File: src/rtl/alu_arbiter.sv
// alu_arbiter: round-robin owner of the shared 16-bit ALU.
// Grants one of NREQ requesters, registers its operands into the ALU, waits a
// per-opcode latency, then holds the captured result until the owner accepts it.
// Optional feature: define ALU_DIVZERO_CHK_EN to answer DIV/MOD by zero locally
// (result 16'hFFFF, overflow flag) without issuing the operation to the ALU.
module alu_arbiter #(
  parameter int unsigned NREQ      = 2,
  parameter int unsigned SHORT_LAT = 1,
  parameter int unsigned LONG_LAT  = 4
) (
  input  logic                 clk,
  input  logic                 rst_b,
  input  logic [NREQ-1:0]      req_valid,
  input  logic [6*NREQ-1:0]    req_opcode,
  input  logic [16*NREQ-1:0]   req_term1,
  input  logic [16*NREQ-1:0]   req_term2,
  output logic [NREQ-1:0]      req_ready,
  output logic [NREQ-1:0]      rsp_valid,
  input  logic [NREQ-1:0]      rsp_ready,
  output logic [15:0]          rsp_result,
  output logic [3:0]           rsp_flags,
  output logic                 busy,
  output logic                 alu_enable,
  output logic [5:0]           alu_opcode,
  output logic [15:0]          alu_term1,
  output logic [15:0]          alu_term2,
  input  logic [15:0]          alu_result,
  input  logic                 alu_fl_zero,
  input  logic                 alu_fl_negative,
  input  logic                 alu_fl_carry,
  input  logic                 alu_fl_overflow,
  input  logic                 alu_done
);

  localparam int unsigned PtrW   = (NREQ > 1) ? $clog2(NREQ) : 1;
  localparam int unsigned MaxLat = (LONG_LAT > SHORT_LAT) ? LONG_LAT : SHORT_LAT;
  localparam int unsigned CntW   = $clog2(MaxLat + 1);

  typedef enum logic [1:0] {StIdle, StExec, StResp} state_e;

  state_e          state_q, state_d;
  logic [PtrW-1:0] rr_ptr_q, rr_ptr_d;
  logic [PtrW-1:0] owner_q, owner_d;
  logic [CntW-1:0] cnt_q, cnt_d;
  logic [5:0]      alu_opcode_q, alu_opcode_d;
  logic [15:0]     alu_term1_q, alu_term1_d;
  logic [15:0]     alu_term2_q, alu_term2_d;
  logic [15:0]     result_q, result_d;
  logic [3:0]      flags_q, flags_d;

  logic            gnt_found;
  logic [PtrW-1:0] gnt_idx;
  logic [5:0]      sel_opcode;
  logic [15:0]     sel_term1;
  logic [15:0]     sel_term2;
  logic            sel_long;
  logic            owner_ready;

  // Distance of requester idx from the round-robin pointer, modulo NREQ.
  function automatic int unsigned rr_dist(input int unsigned idx, input logic [PtrW-1:0] ptr);
    int unsigned p;
    p = 32'(ptr);
    return (idx >= p) ? (idx - p) : (idx + NREQ - p);
  endfunction

  // Pick the valid requester closest to rr_ptr (rr_ptr itself first).
  always_comb begin
    gnt_found = 1'b0;
    gnt_idx   = '0;
    for (int unsigned k = 0; k < NREQ; k++) begin
      for (int unsigned i = 0; i < NREQ; i++) begin
        if (!gnt_found && req_valid[i] && (rr_dist(i, rr_ptr_q) == k)) begin
          gnt_found = 1'b1;
          gnt_idx   = PtrW'(i);
        end
      end
    end
  end

  // Route the granted requester's opcode and operands.
  always_comb begin
    sel_opcode = '0;
    sel_term1  = '0;
    sel_term2  = '0;
    for (int unsigned i = 0; i < NREQ; i++) begin
      if (gnt_idx == PtrW'(i)) begin
        sel_opcode = req_opcode[6*i +: 6];
        sel_term1  = req_term1[16*i +: 16];
        sel_term2  = req_term2[16*i +: 16];
      end
    end
  end

  // MUL, DIV and MOD take the long latency; everything else, listed or not, the short one.
  assign sel_long    = (sel_opcode == 6'h02) || (sel_opcode == 6'h03) || (sel_opcode == 6'h04);
  assign owner_ready = rsp_ready[owner_q];

`ifdef ALU_DIVZERO_CHK_EN
  logic sel_div_zero;
  assign sel_div_zero = ((sel_opcode == 6'h03) || (sel_opcode == 6'h04)) && (sel_term2 == 16'h0000);
`endif

  // Next-state logic for the IDLE -> EXEC -> RESP cycle.
  always_comb begin
    state_d      = state_q;
    rr_ptr_d     = rr_ptr_q;
    owner_d      = owner_q;
    cnt_d        = cnt_q;
    alu_opcode_d = alu_opcode_q;
    alu_term1_d  = alu_term1_q;
    alu_term2_d  = alu_term2_q;
    result_d     = result_q;
    flags_d      = flags_q;
    unique case (state_q)
      StIdle: begin
        if (gnt_found) begin
          owner_d = gnt_idx;
`ifdef ALU_DIVZERO_CHK_EN
          if (sel_div_zero) begin
            // Answered locally; the ALU registers keep their previous contents.
            result_d = 16'hFFFF;
            flags_d  = 4'b1000;
            state_d  = StResp;
          end else
`endif
          begin
            alu_opcode_d = sel_opcode;
            alu_term1_d  = sel_term1;
            alu_term2_d  = sel_term2;
            cnt_d        = sel_long ? CntW'(LONG_LAT) : CntW'(SHORT_LAT);
            state_d      = StExec;
          end
        end
      end
      StExec: begin
        if (cnt_q == CntW'(1)) begin
          // Latency elapsed: wait here for alu_done if the ALU is late.
          if (alu_done) begin
            result_d = alu_result;
            flags_d  = {alu_fl_overflow, alu_fl_carry, alu_fl_negative, alu_fl_zero};
            cnt_d    = '0;
            state_d  = StResp;
          end
        end else begin
          cnt_d = cnt_q - CntW'(1);
        end
      end
      StResp: begin
        if (owner_ready) begin
          rr_ptr_d = (owner_q == PtrW'(NREQ - 1)) ? '0 : owner_q + PtrW'(1);
          state_d  = StIdle;
        end
      end
      default: state_d = StIdle;
    endcase
  end

  // State and datapath registers; reset aborts any operation in flight.
  always_ff @(posedge clk or negedge rst_b) begin
    if (!rst_b) begin
      state_q      <= StIdle;
      rr_ptr_q     <= '0;
      owner_q      <= '0;
      cnt_q        <= '0;
      alu_opcode_q <= '0;
      alu_term1_q  <= '0;
      alu_term2_q  <= '0;
      result_q     <= '0;
      flags_q      <= '0;
    end else begin
      state_q      <= state_d;
      rr_ptr_q     <= rr_ptr_d;
      owner_q      <= owner_d;
      cnt_q        <= cnt_d;
      alu_opcode_q <= alu_opcode_d;
      alu_term1_q  <= alu_term1_d;
      alu_term2_q  <= alu_term2_d;
      result_q     <= result_d;
      flags_q      <= flags_d;
    end
  end

  // Accept strobe only in IDLE; gated by reset so every output reads 0 during reset.
  always_comb begin
    req_ready = '0;
    if (rst_b && (state_q == StIdle) && gnt_found) begin
      req_ready[gnt_idx] = 1'b1;
    end
  end

  // Response valid goes to the owner only.
  always_comb begin
    rsp_valid = '0;
    if (state_q == StResp) begin
      rsp_valid[owner_q] = 1'b1;
    end
  end

  assign busy       = (state_q != StIdle);
  assign alu_enable = (state_q == StExec);
  assign alu_opcode = alu_opcode_q;
  assign alu_term1  = alu_term1_q;
  assign alu_term2  = alu_term2_q;
  assign rsp_result = result_q;
  assign rsp_flags  = flags_q;

endmodule

File: config.mk
export PLATFORM = sky130hd
export DESIGN_NAME = alu_arbiter
export DESIGN_NICKNAME = d
export VERILOG_FILES = /design/src/rtl/alu_arbiter.sv
export SDC_FILE = /design/constraint.sdc
export NUM_CORES = 1
export LEC_CHECK = 0
export CAP_MARGIN = 20
export CORE_MARGIN = 5
export CORE_UTILIZATION = 39
export DETAILED_ROUTE_END_ITERATION = 10
export PLACE_DENSITY = 0.81
export SLEW_MARGIN = 25
export SYNTH_ARGS = -nofsm -noshare
export SYNTH_HDL_FRONTEND = slang
export SYNTH_SLANG_ARGS = --single-unit
File: constraint.sdc
create_clock -name clk -period 1.7 [get_ports clk]
set_input_delay 0.17 -clock clk [delete_from_list [all_inputs] [get_ports clk]]
set_output_delay 0.17 -clock clk [all_outputs]
set_load 0.02 [all_outputs]
# After elaboration in Yosys (flattened, before gate mapping)
# Index checks and enable logic that the tools add are counted.
[classes]
n_lt_le_gt_ge = 5
n_bitwise = 0
n_eq_ne = 13
add_sub_neg = 5
div_mod_pow = 0
multipliers = 0
reduce_logical = 26
n_shift = 0
n_mux = 30
[op_table]
columns = ["operator", "n"]
rows = [
  ["32-bit by 1-bit == test with 1-bit output (second input constant)", 2],
  ["32-bit zero test", 2],
  ["16-bit two-way mux", 2],
  ["32-bit two-way mux", 1],
  ["6-bit by 2-bit == test with 1-bit output (second input constant)", 2],
  ["1-bit two-way mux", 12],
  ["2-bit two-way mux", 6],
  ["3-bit two-way mux", 4],
  ["1-bit logical AND", 11],
  ["6-bit by 3-bit == test with 1-bit output (second input constant)", 1],
  ["6-bit two-way mux", 1],
  ["2-bit one-hot mux with 3 select lines", 1],
  ["3-bit one-hot mux with 2 select lines", 1],
  ["3-bit AND reduction", 2],
  ["1-bit by 2-bit < comparator with 1-bit output (second input constant)", 2],
  ["2-bit by 1-bit != test with 1-bit output (second input constant)", 2],
  ["2-bit != test (second input constant)", 2],
  ["2-bit AND reduction", 2],
  ["4-bit AND reduction", 1],
  ["2-bit nonzero test", 2],
  ["1-bit by 1-bit subtractor with 2-bit output (first input constant)", 2],
  ["3-bit by 1-bit == test with 1-bit output (second input constant)", 1],
  ["1-bit zero test", 3],
  ["3-bit != test (second input constant)", 1],
  ["10 further kinds", 13],
]
[totals]
ramBits = 0
latchBits = 0
wordCells = 88
input_bits = 103
mem_bits_ro = 0
reg_bits = 65
mem_count = 0
output_inout_bits = 64

# Logic depth before layout (Yosys ltp)
# Gate-level depths: netlist of the first run.
[depth]
ltp_word = 24
ltp_mapped = 7
depth_no_buf = 6

# Least setup slack after synthesis of the first run
# OpenSTA, ideal clock, no wires.
[synth_timing]
path_type = "flip-flop to flip-flop"
from = "reg cnt_q[1]"
to = "reg flags_q[0] (netlist: rsp_flags[0])"
slack_ns = 0.146
required_time_ns = 1.575
setup_time_ns = 0.125
stages_incl_launch_ff = 8
n_path_buf = 1
period_less_slack_ns = 1.554
arrival_ns = 1.429
path_cell_list = "dfrtp_1 inv_1 ha_1 nor2b_2 nand2_1 nor2_2 buf_4 mux2_2"
[synth_via]
elab_chain_len = 2
[synth_lines]
columns = ["item", "line_no", "text"]
rows = [
  ["from (decl)", "44", "logic [CntW-1:0] cnt_q, cnt_d;"],
  ["from (signal assigned)", "174", "cnt_q <= cnt_d;"],
  ["3-bit by 1-bit == test with 1-bit output", "136", "if (cnt_q == CntW'(1)) begin"],
  ["3-bit AND reduction (no line)", "--", ""],
  ["to (signal assigned)", "179", "flags_q <= flags_d;"],
  ["to (decl)", "49", "logic [3:0] flags_q, flags_d;"],
]
# Every way passes these cells.
# A chain may end at the register's enable or synchronous reset.

# Worst setup path after layout of the first run
[layout_timing]
from = "reg cnt_q[0]"
to = "reg cnt_q[0]"
[layout_via]
elab_chain_len = 3
elab_cells_between_ends = 6
[layout_lines]
columns = ["item", "line_no"]
rows = [
  ["3-bit by 1-bit subtractor with 3-bit output or 3-bit by 1-bit == test with 1-bit output (tied branches)", "145, 136"],
  ["3-bit two-way mux or 3-bit != test (tied branches)", "--"],
  ["3-bit one-hot mux with 2 select lines or 3-bit AND reduction (tied branches)", "--"],
]
# Several ways; a longest one is shown, not always the timed one.

==> results.yml, run 1 <==
setup_path:
  timing.rr.start: "cnt_q[0]$_DFFE_PN0P_"
  crit_type: "reg2reg"
  cp_data_arrival_time_ns: 1.87
  max_stage_delay_ns: 0.43
  startpoint: "cnt_q[0]$_DFFE_PN0P_"
  start_kind: "flop"
  required_ns: 1.91
  cp_slowest_cell: "dfrtp_2"
  path_max_fanout: 3
  cp_num_buf_inv: 1
  end_kind: "flop"
  crit_family: "compound AO/OA/AOI/OAI gates"
  worstPathCellList: "ha_4 -> nor2b_4 -> buf_4 -> a311o_1 -> a221o_1"
logic_synthesis:
  synth_top_area_share_pct: 54.3
  syn_avg_cell_area_um2: 11.3
  async_reset_ff_share_pct: 100
  syn_area_um2: 3000
  ys_warn_count: 0
  yosysSeqAreaShare_pct: 54.3
  synthCells: 265
  synth.net_count: 370
  yosys-top-cells-area: "dfrtp_1 (54%), mux2i_1 (13%), mux2_2 (7.5%), o21ai_0 (7.0%), nand2_1 (5.3%)"
  yosysUniqueCellTypes: 35
  synth_seq_cells: 65
  synth_area_leader_cell: "dfrtp_1"
  synth_edf_count: 0
  ys.flop_type: "dfrtp_1"
routing:
  via_count: 2666
  final_antenna_net_count: 0
  wl_per_cell_um: 15.7
  dr.pass1.iters: 4
  remaining_drc_errors: 0
  viasPerCell: 4.79
  drt_iter0_drc: 39
  route.final.wire_length_um: 8740
floorplan:
  dieArea_um2: 9530
  placement_rows: 32
  dieWidth_um: 97.6
  start_util_pct: 39.4
  ios: 167
  core-area_um2: 7610
  dieHeight_um: 97.6
timing:
  hold_viol: 0
  finalSetupViolCount: 0
  fin_skew_ns: 0.00706
  setup_ws_ns: 0.0343
  fin_crit_ns: 1.67
  drv_slew: 0
  period_share_pct: 98.0
  tightest_slew_ns: 0.509
  fmax_ghz: 0.600
  slew_headroom_pct: 66.1
  setup_tns_ns: 0
clocking:
  clockRootBuffer: "clkbuf_8"
  cts_tree: "built"
  htreeDepth: 3
  clock-sinks: 65
  clockBufferDepth: 2
  path_clk_slew_ns: 0.07
  cts_buffers: 9
  clk_latency_ns: 0.33
global_routing:
  grt_max_degree: 49
  antenna_found_initial: 0
  grt_pass1_vias: 2940
  grt_usage_pct: 18.6
  overflow: 0
  grt_pass1_wl_um: 14000
power_and_ir_drop:
  p_total_mw: 8.53
  p_per_area_nw_per_um2: 1660
  peakVddDrop_mv: 0.663
  leakage_nw: 2.28
status:
  status: "finished clean"
placement:
  pre_cts_ws_ns: -0.123
  numPortBuffers: 166
  routabilityCongestion: 0.816
  dp_hpwl_um: 6820
hold_path:
  hp-class: "in2async"
finish:
  layout-drive-gt1-share_pct: 16.3
  multi_input_area_um2: 1290
  syn2layout_area_growth_pct: 71.1
  layout_common_cells: "clkdlybuf4s50_1 (159), dfrtp_1 (64), o21ai_0 (42)"
  num-fill-cells: 599
  n_antenna_cell: 0
  nets: 556
  ff_latch_area_um2: 1630
  final_common_cell: "clkdlybuf4s50_1"
flow_run:
  maxCapViolations: 0
[area by class of cell]
| cell class | instances | area share [%] |
|---|---|---|
| flip-flops and latches | 65 | 31.8 |
| well taps | 102 | 2.49 |
| clock buffers | 12 | 3.03 |
| inverters | 7 | 0.513 |
| clock inverters | 3 | 0.781 |
| repair buffers | 189 | 36.3 |
| multi-input cells | 179 | 25.1 |
[repair_timing]
action                                 in CTS  in global routing
gates cloned                                1                  0
gates resized for setup                    27                  8
pin swaps                                   2                  2
setup endpoints to repair                  26                 27
setup buffers                               2                  4
hold buffers                                1                  0
endpoints found under the hold margin      65                  0
[through the flow]
| step | hold WS [ns] | area, µm² | utilization [%] | cells |
|---|---|---|---|---|
| 3_5_place_dp | 0.215 | 4850 | 63.7 | 536 |
| 5_1_grt | 0.435 | 5120 | 67.4 | 557 |
| 6_report | 0.423 | 5120 | 67.4 | 557 |
| 2_1_floorplan | -0.126 | 3000 | - | 265 |
| 3_3_place_gp | 0.220 | 4850 | 63.7 | 536 |
| 4_1_cts | 0.426 | 5120 | 67.4 | 555 |
[logic make-up after synthesis]
kind of cell,synth area share [%]
AO/OA/AOI/OAI,9.90
adder cells (fa/ha/maj),0.835
buffers and inverters,4.43
flip-flops,54.3
multiplexers,20.9
AND/OR/NAND/NOR,9.61
[worst min-delay path: stages]
cell and delay, ns:
dlygate4sd3_1 0.54, buf_2 0.14, buf_4 0.30
[flip-flops by register name, summed over array words and instances (netlist names)]
signal	flops
state_q	2
cnt_q	3
alu_term1	16
rsp_result	16
alu_opcode	6
alu_term2	16
rsp_flags	4
rr_ptr_q	1
owner_q	1
[worst paths after layout]
| kind | to | slack, ns | cells past startpoint |
|---|---|---|---|
| min in group clk | rsp_result[8]$_DFFE_PN0P_ | 0.45 | 2 |
| hold reg to reg | alu_term2[4]$_DFFE_PN0P_ | 0.48 | 2 |
| setup reg to reg | cnt_q[0]$_DFFE_PN0P_ | 0.03 | 5 |
| max in group asynchronous | cnt_q[0]$_DFFE_PN0P_ | 0.81 | 3 |
| setup / recovery | cnt_q[0]$_DFFE_PN0P_ | 0.03 | 5 |
| hold / removal | alu_term2[3]$_DFFE_PN0P_ | 0.42 | 3 |
[routing by layer]
metal  vias up  track usage (%)  share of wire, %
met5         -                0                 0
met4         0             7.24               2.1
met3        14             6.68               7.2
met2       118             33.6                52
met1      1243             19.5                39
li1       1291                -                 -
[synth_stat cells (2+ instances only)]
cell,number
nor2b_1,4
dfrtp_1,65
mux2i_1,39
ha_1,2
nor2_1,4
nand2_1,42
o21ai_0,42
mux2_2,20
a21o_1,2
buf_8,3
buf_4,2
inv_1,7
nor3_1,5
clkbuf_1,4
buf_2,4
[power breakdown]
group          internal (mW)  switching (mW)  total, mW
Clock                  0.745           0.554       1.30
Combinational           2.30            2.20       4.50
Sequential              2.31           0.425       2.73
No activity file was read; power rests on OpenSTA's default activity.
==> run 2, diff against run 1 <==
--- a/config.mk
+++ b/config.mk
@@ -10,7 +10,7 @@
 export CORE_UTILIZATION = 39
 export DETAILED_ROUTE_END_ITERATION = 10
 export PLACE_DENSITY = 0.81
-export SLEW_MARGIN = 25
+export SLEW_MARGIN = 20
 export SYNTH_ARGS = -nofsm -noshare
 export SYNTH_HDL_FRONTEND = slang
 export SYNTH_SLANG_ARGS = --single-unit
==> results of run 2 <==
Same layout as run 1: the final DEF is identical, and so are final timing and power.
==> run 3, diff against run 2 <==
--- a/config.mk
+++ b/config.mk
@@ -6,7 +6,6 @@
 export NUM_CORES = 1
 export LEC_CHECK = 0
 export CAP_MARGIN = 20
-export CORE_MARGIN = 5
 export CORE_UTILIZATION = 39
 export DETAILED_ROUTE_END_ITERATION = 10
 export PLACE_DENSITY = 0.81
==> run 3 against run 2 <==
The run now ends with negative setup slack left; non-clock buffer count unchanged; cell count down 0.54%; first-iteration DRC count increased by 54%; worst setup slack got worse by 0.054 ns; combinational power hardly changed; flip-flop and latch count did not move; critical path depth grew 2; total power down 1.3%; sequential share of layout area is 0.19 points lower.
==> results.yml, run 3 (synthesized netlist as in run 1, its figures left out) <==
status:
  status: "complete, but fails checks"
  failed_checks: "negative setup slack"
finish:
  ff_latch_area_um2: 1630
  nets: 556
  n_antenna_cell: 0
  syn2layout_area_growth_pct: 72.1
  layout.cells.non_filler: 554
  layout_common_cells: "clkdlybuf4s50_1 (159), dfrtp_1 (64), o21ai_0 (42)"
  final_common_cell: "clkdlybuf4s50_1"
  num-fill-cells: 538
  multi_input_area_um2: 1290
  layout-drive-gt1-share_pct: 15.8
floorplan:
  dieArea_um2: 8040
  dieWidth_um: 89.6
  start_util_pct: 40.9
  core-area_um2: 7330
  ios: 167
  placement_rows: 31
  dieHeight_um: 89.6
setup_path:
  crit_type: "reg2reg"
  path_max_fanout: 10
  cp_data_arrival_time_ns: 1.93
  worstPathCellList: "inv_2 -> ha_4 -> nor2b_4 -> nand2_2 -> nor2_4 -> clkbuf_16 -> mux2_2"
  max_stage_delay_ns: 0.39
  cp_num_cells: 7
  crit_family: "simple AND/OR/NAND/NOR gates"
  cp_num_buf_inv: 2
  required_ns: 1.91
  end_kind: "flop"
  reg2reg_depth: 7
  cp_slowest_cell: "dfrtp_1"
  start_kind: "flop"
hold_path:
  hp-class: "in2async"
routing:
  final_antenna_net_count: 0
  route.final.wire_length_um: 8090
  remaining_drc_errors: 0
  via_count: 2645
  drt_iter0_drc: 60
  wl_per_cell_um: 14.6
  dr.pass1.iters: 4
  viasPerCell: 4.77
clocking:
  clockRootBuffer: "clkbuf_8"
  cts_tree: "built"
  htreeDepth: 3
  clock-sinks: 65
  cts_buffers: 9
  clockBufferDepth: 2
  clk_latency_ns: 0.32
  path_clk_slew_ns: 0.07
global_routing:
  grt_usage_pct: 19.7
  overflow: 0
  grt_pass1_wl_um: 11800
  grt_pass1_vias: 2533
  grt_max_degree: 45
  antenna_found_initial: 0
timing:
  slew_headroom_pct: 69.8
  fin_skew_ns: 0.00984
  fmax_ghz: 0.582
  finalSetupViolCount: 9
  fin_crit_ns: 1.72
  drv_slew: 0
  period_share_pct: 101
  rsz0062_at_grt: "yes"
  tightest_slew_ns: 0.452
  setup_ws_ns: -0.0195
  hold_viol: 0
placement:
  dp_hpwl_um: 6080
  pre_cts_ws_ns: -0.147
  placedCellCount: 533
  numPortBuffers: 166
  routabilityCongestion: 0.804
power_and_ir_drop:
  peakVddDrop_mv: 0.712
  p_total_mw: 8.42
  p_per_area_nw_per_um2: 1630
  leakage_nw: 2.30
flow_run:
  maxCapViolations: 0
==> run 3: cell count changes in the layout (fill, tap and decap cells not counted), sizes merged <==
cell / previous run / this run
dlymetal6s2s: 0 / 1
clkinv: 2 / 1
buf: 26 / 21
clkdlybuf4s15: 2 / 0
clkinvlp: 0 / 1
bufinv: 1 / 0
dlygate4sd2: 1 / 0
clkbuf: 12 / 20
==> run 3: per-stage QoR <==
| step | instance area (µm²) | utilization, % | hold WS, ns | setup TNS, ns |
|---|---|---|---|---|
| after global placement | 4870 | 66.4 | 0.245 | -0.143 |
| final | 5160 | 70.3 | 0.441 | -0.0865 |
| after global routing | 5160 | 70.3 | 0.453 | -0.462 |
| after floorplan | 3000 | - | -0.126 | 0 |
| after detailed placement | 4870 | 66.4 | 0.260 | -0.329 |
| after CTS | 5060 | 69.0 | 0.435 | -0.0122 |
==> run 3: power by group <==
group          internal, mW  switching, mW
combinational          2.33           2.18
sequential             2.30          0.401
clock                 0.640          0.559
==> run 3: final timing paths <==
check                                         start                         to  slack [ns]
hold reg to reg            alu_term2[9]$_DFFE_PN0P_   alu_term2[9]$_DFFE_PN0P_        0.47
max in group asynchronous                     rst_b       cnt_q[0]$_DFFE_PN0P_        0.89
hold / removal                                rst_b   alu_term2[3]$_DFFE_PN0P_        0.44
min in group clk                      alu_result[3]  rsp_result[3]$_DFFE_PN0P_        0.45
setup / recovery               cnt_q[1]$_DFFE_PN0P_  rsp_result[6]$_DFFE_PN0P_       -0.02
setup reg to reg               cnt_q[1]$_DFFE_PN0P_  rsp_result[6]$_DFFE_PN0P_       -0.02
==> run 3: layout make-up <==
type                       instances  share of cell area, %
multi-input combinational        179                   25.0
timing repair buffer             189                   37.0
tap                               99                   2.40
clock inverter                     2                  0.243
clock buffer                      13                   3.28
sequential                        65                   31.6
inverter                           7                  0.510
==> run 3: repair_timing <==
item	CTS	global route
cloned	0	2
endpoints found under the setup margin	16	26
gates resized for setup	9	21
hold buffers	1	0
buffers inserted	0	3
pin swaps	0	1
hold endpoints to repair	65	0
==> run 3: worst register-to-register path, stage by stage, from the launching register on <==
cell and delay (ns):
dfrtp_1 0.39, inv_2 0.08, ha_4 0.13, nor2b_4 0.16, nand2_2 0.09, nor2_4 0.22, clkbuf_16 0.21, mux2_2 0.34
==> run 3: layer usage <==
metal / vias up / GRT usage, % / share of wire [%]
met5: - / 0 / 0
met4: 0 / 7.36 / 1.5
met3: 16 / 6.49 / 8.3
met2: 116 / 34.1 / 51
met1: 1222 / 22.7 / 39
li1: 1291 / - / -
